File: src/rtl/timer_scheduler.sv
// Round-robin scheduler that lends one shared flex counter to a requesting channel
// for one timed interval and pulses done to that channel when the period elapses.
module timer_scheduler #(
   parameter int unsigned NUM_BITS = 4,
   parameter int unsigned NUM_REQ  = 4
) (
   input  logic                          clk,
   input  logic                          rst,
   input  logic [NUM_REQ-1:0]            req,
   input  logic [NUM_REQ*NUM_BITS-1:0]   period,
   output logic [NUM_REQ-1:0]            grant,
   output logic [NUM_REQ-1:0]            done,
   output logic                          busy,
   output logic                          cnt_clear,
   output logic                          cnt_enable,
   output logic [NUM_BITS-1:0]           cnt_rollover_val,
   input  logic                          cnt_rollover_flag
);

   localparam int unsigned PTR_W = (NUM_REQ > 1) ? $clog2(NUM_REQ) : 1;

   typedef enum logic [1:0] {IDLE, LOAD, RUN, DONE} state_t;

   state_t               state_q, state_d;
   logic [PTR_W-1:0]     ptr_q, ptr_d;
   logic [PTR_W-1:0]     owner_q, owner_d;
   logic [NUM_REQ-1:0]   grant_q, grant_d;
   logic [NUM_REQ-1:0]   done_q, done_d;
   logic [NUM_BITS-1:0]  rv_q, rv_d;

   logic [NUM_BITS-1:0]  per_arr [NUM_REQ];
   logic                 win_found;
   logic [PTR_W-1:0]     win_idx;
   logic [NUM_REQ-1:0]   win_oh;
   logic [PTR_W-1:0]     ptr_after_owner;
   logic                 owner_req;

   for (genvar g = 0; g < NUM_REQ; g++) begin : g_unpack
      assign per_arr[g] = period[g*NUM_BITS +: NUM_BITS];
   end

   // Round-robin search starting at ptr_q, wrapping modulo NUM_REQ
   always_comb begin
      int unsigned      cand;
      logic [PTR_W-1:0] cand_idx;
      win_found = 1'b0;
      win_idx   = '0;
      win_oh    = '0;
      cand      = 0;
      cand_idx  = '0;
      for (int unsigned k = 0; k < NUM_REQ; k++) begin
         cand     = (32'(ptr_q) + k) % NUM_REQ;
         cand_idx = PTR_W'(cand);
         if (!win_found && req[cand_idx]) begin
            win_found = 1'b1;
            win_idx   = cand_idx;
         end
      end
      win_oh[win_idx] = 1'b1;
   end

   assign ptr_after_owner = (owner_q == PTR_W'(NUM_REQ - 1)) ? '0 : owner_q + PTR_W'(1);
   assign owner_req       = |(req & grant_q);

   always_comb begin
      state_d = state_q;
      ptr_d   = ptr_q;
      owner_d = owner_q;
      grant_d = grant_q;
      done_d  = '0;
      rv_d    = rv_q;
      unique case (state_q)
         IDLE: begin
            if (win_found) begin
               grant_d = win_oh;
               owner_d = win_idx;
               rv_d    = per_arr[win_idx];
               state_d = LOAD;
            end
         end
         LOAD: begin
            if (!owner_req) begin
               grant_d = '0;
               ptr_d   = ptr_after_owner;
               state_d = IDLE;
            end else if (rv_q == '0) begin
               done_d  = grant_q;
               state_d = DONE;
            end else begin
               state_d = RUN;
            end
         end
         RUN: begin
            // Abort wins over a simultaneous rollover so no done is issued
            if (!owner_req) begin
               grant_d = '0;
               ptr_d   = ptr_after_owner;
               state_d = IDLE;
            end else if (cnt_rollover_flag) begin
               done_d  = grant_q;
               state_d = DONE;
            end
         end
         DONE: begin
            grant_d = '0;
            ptr_d   = ptr_after_owner;
            state_d = IDLE;
         end
         default: state_d = IDLE;
      endcase
   end

   always_ff @(posedge clk or posedge rst) begin
      if (rst) begin
         state_q <= IDLE;
         ptr_q   <= '0;
         owner_q <= '0;
         grant_q <= '0;
         done_q  <= '0;
         rv_q    <= '0;
      end else begin
         state_q <= state_d;
         ptr_q   <= ptr_d;
         owner_q <= owner_d;
         grant_q <= grant_d;
         done_q  <= done_d;
         rv_q    <= rv_d;
      end
   end

   assign grant            = grant_q;
   assign done             = done_q;
   assign cnt_rollover_val = rv_q;
   assign busy             = (state_q != IDLE);
   assign cnt_clear        = (state_q == LOAD);
   // Stop counting at the period so the counter never overshoots
   assign cnt_enable       = (state_q == RUN) && !cnt_rollover_flag;

endmodule

File: config.mk
export PLATFORM = sky130hd
export DESIGN_NAME = timer_scheduler
export DESIGN_NICKNAME = d
export VERILOG_FILES = /design/src/rtl/timer_scheduler.sv
export SDC_FILE = /design/constraint.sdc
export NUM_CORES = 1
export LEC_CHECK = 0
export CORE_UTILIZATION = 45
export DETAILED_ROUTE_END_ITERATION = 10
export HOLD_SLACK_MARGIN = 0.08
export PLACE_DENSITY = 0.79
export SYNTH_ARGS = -nofsm -noshare
export SYNTH_HDL_FRONTEND = slang
export SYNTH_SLANG_ARGS = --single-unit
File: constraint.sdc
create_clock -name clk -period 1.79 [get_ports clk]
set_input_delay 0.358 -clock clk [delete_from_list [all_inputs] [get_ports clk]]
set_output_delay 0.358 -clock clk [all_outputs]
set_load 0.05 [all_outputs]
==> results.ini <==
[run_status]
outcome=completed

[global_route]
overflow=0
grt_usage=0.2241
grt_antenna_before_repair=0
grt_pass1_vias=1040
grt_start_max_net_pins=19
grt_pass1_wl_mm=4.450

[synth]
synthTopCellsByCount=dfrtp_1, nand2_1, nand2b_1
syn-cell-area_um2=1131
syn-num-nets=144
synthCells=115
synth-seq-cells=18
synth_ff_type=dfrtp_1
async_reset_ff_frac=1.000
synth_edf_count=0
seq_area_frac_synth=0.3982
yosys_warnings=0
synth_most_common_cell=dfrtp_1
synth.distinct_cells=30
yosysTopAreaCellShare=0.3982
avgSynthCellArea_um2=9.836
ys_top_cells_by_area=dfrtp_1, ha_1, mux2i_1
synth_top_cell_by_area=dfrtp_1

[placed_design]
place.gp.congestion=0.8260
placed_cell_area_um2=1622
dp_slack_ns=-0.3809
io_buffer_count=37
hpwl_mm=2.217
dp.cells=192

[finish]
regArea_um2=450.4
finalNetCount=201
finish.utilization=0.7473
fin_cells=199
nFillCells=189
drive_gt1_frac=0.3041
final_area_um2=1717
area_delta_synth_final_pct=51.77
multi_input_area_um2=668.1
diodes=0

[sta]
max_freq_mhz=563.3
slew_viol_final=0
slew_headroom=0.7565
setup-violations-final=0
setup_slack_ns=0.01484
fin_crit_ns=1.775
finalClockSkew_ns=0.007297
worst_pin_slew_ns=0.3605
hold_violations=0
fin_crit_sh=0.9917

[power_and_ir_drop]
power_mw=2.976
ir_drop_mv=1.255
p_leak_nw=0.8056
powerDensity_nw_per_um2=1734

[clock_network]
cts_buffers=3
cts_tree=built
cts.htree.levels=1
clock_latency_ns=0.30
clk_pin_slew_worst_paths_ns=0.11
clock-sinks=18
cts_root_buf=clkbuf_4
ctsHoldBuffers=0
clockBufferDepth=2

[floorplanning]
fp-row-count=17
initial_utilization=0.4924
io_pins=38
die_y_um=52.14
coreArea_um2=2297
dieArea_um2=2718
die_w_um=52.14

[route]
routedWlPerCell_um=14.49
ant_nets=0
drc_errors=0
wl_mm=2.884
drt_iter0_markers=28
first_pass_iters=4
viasPerCell=5.518
num_vias=1098

[hold_path]
min_path_type=in -> async

[setup_path]
critical_path_required_ns=1.97
worst_r2r_path_depth=6
critical_path_class=in -> reg
r2r_slack_ns=0.11
worst_setup_path_start_kind=primary input
reg2reg_to=cnt_rollover_val[2]
r2r-start=ptr_q[1]
end_kind=flop
critical_path.max_fanout=8
arrival_ns=1.95

[run]
max-cap-violations=0

repair_timing:
action | 4_1_cts | 5_1_grt
pin swaps | 0 | 1
setup endpoints to repair | 2 | 12
resized for setup | 3 | 6
setup buffers | 0 | 3
critical path, stage by stage:
cell             delay [ns]
clkdlybuf4s50_1        0.58
o22ai_1                0.10
a211o_2                0.40
o41ai_1                0.44
a31oi_1                0.07
where the power goes:
group	leakage [nW]	total, mW	internal, mW	switching [mW]
clock	0.0210	0.258	0.124	0.134
combinational	0.556	1.99	0.884	1.11
sequential	0.228	0.728	0.559	0.169
total	0.806	2.98	1.57	1.41
worst max path at each step:
| stage | start | slack (ns) | end |
|---|---|---|---|
| floorplan | state_q[1] | 0.12 | done[2] |
| global placement | req[3] | -0.22 | cnt_rollover_val[3] |
| detailed placement | req[3] | -0.38 | cnt_rollover_val[3] |
| CTS | req[3] | 0.01 | cnt_rollover_val[3] |
| global route | req[1] | -0.09 | cnt_rollover_val[2] |
| finish | req[2] | 0.01 | cnt_rollover_val[2] |
cell type report:
type	count	share of cell area
timing repair buffer	55	0.2959
sequential	18	0.2624
clock buffer	4	0.02114
tap	28	0.02041
inverter	5	0.01093
multi-input combinational	89	0.3892
metal layers:
layer | global-route usage | share of wire | up-vias | wire, um
met5 | 0 | 0 | - | 0
met2 | 0.3932 | 0.48 | 47 | 1394
met1 | 0.2641 | 0.44 | 513 | 1274
li1 | - | - | 532 | -
met4 | 0.1009 | 0.015 | 0 | 43
met3 | 0.03801 | 0.059 | 6 | 171
through the flow:
step | setup TNS, ns | hold WS [ns]
finish | 0 | 0.3618
global route | -0.08976 | 0.4165
CTS | 0 | 0.3590
detailed placement | -3.050 | 0.4788
global placement | -2.139 | 0.4755
floorplan | 0 | 0.2966
sequential cells by signal, indices dropped and copies added, names as in the netlist:
register          count
ptr_q                 2
grant                 4
owner_q               2
done                  4
state_q               2
cnt_rollover_val      4
cell usage in the layout, fill, tap and decap left out, types with 5 or more instances in the layout:
cell type | synthesis | final
a21oi_1 | 5 | 5
buf_4 | 1 | 30
nand2_1 | 13 | 13
a31oi_1 | 5 | 5
nand2b_1 | 8 | 8
mux2i_1 | 5 | 5
nor2_1 | 5 | 5
and2_1 | 5 | 5
o31ai_1 | 5 | 5
clkdlybuf4s50_1 | 0 | 21
dfrtp_1 | 18 | 18
cells by family (layout without fill, tap and decap cells):
kind of cell	Yosys count	after routing	synth area share
and+or+nand+nor	41	41	0.1914
AOI/OAI and AO/OA	35	35	0.2367
DFF	18	18	0.3982
buffers and inverters	8	64	0.04314
muxes	7	7	0.06416
adders and majority gates	6	6	0.06637
Note: power is estimated with default switching activity, not from simulation.
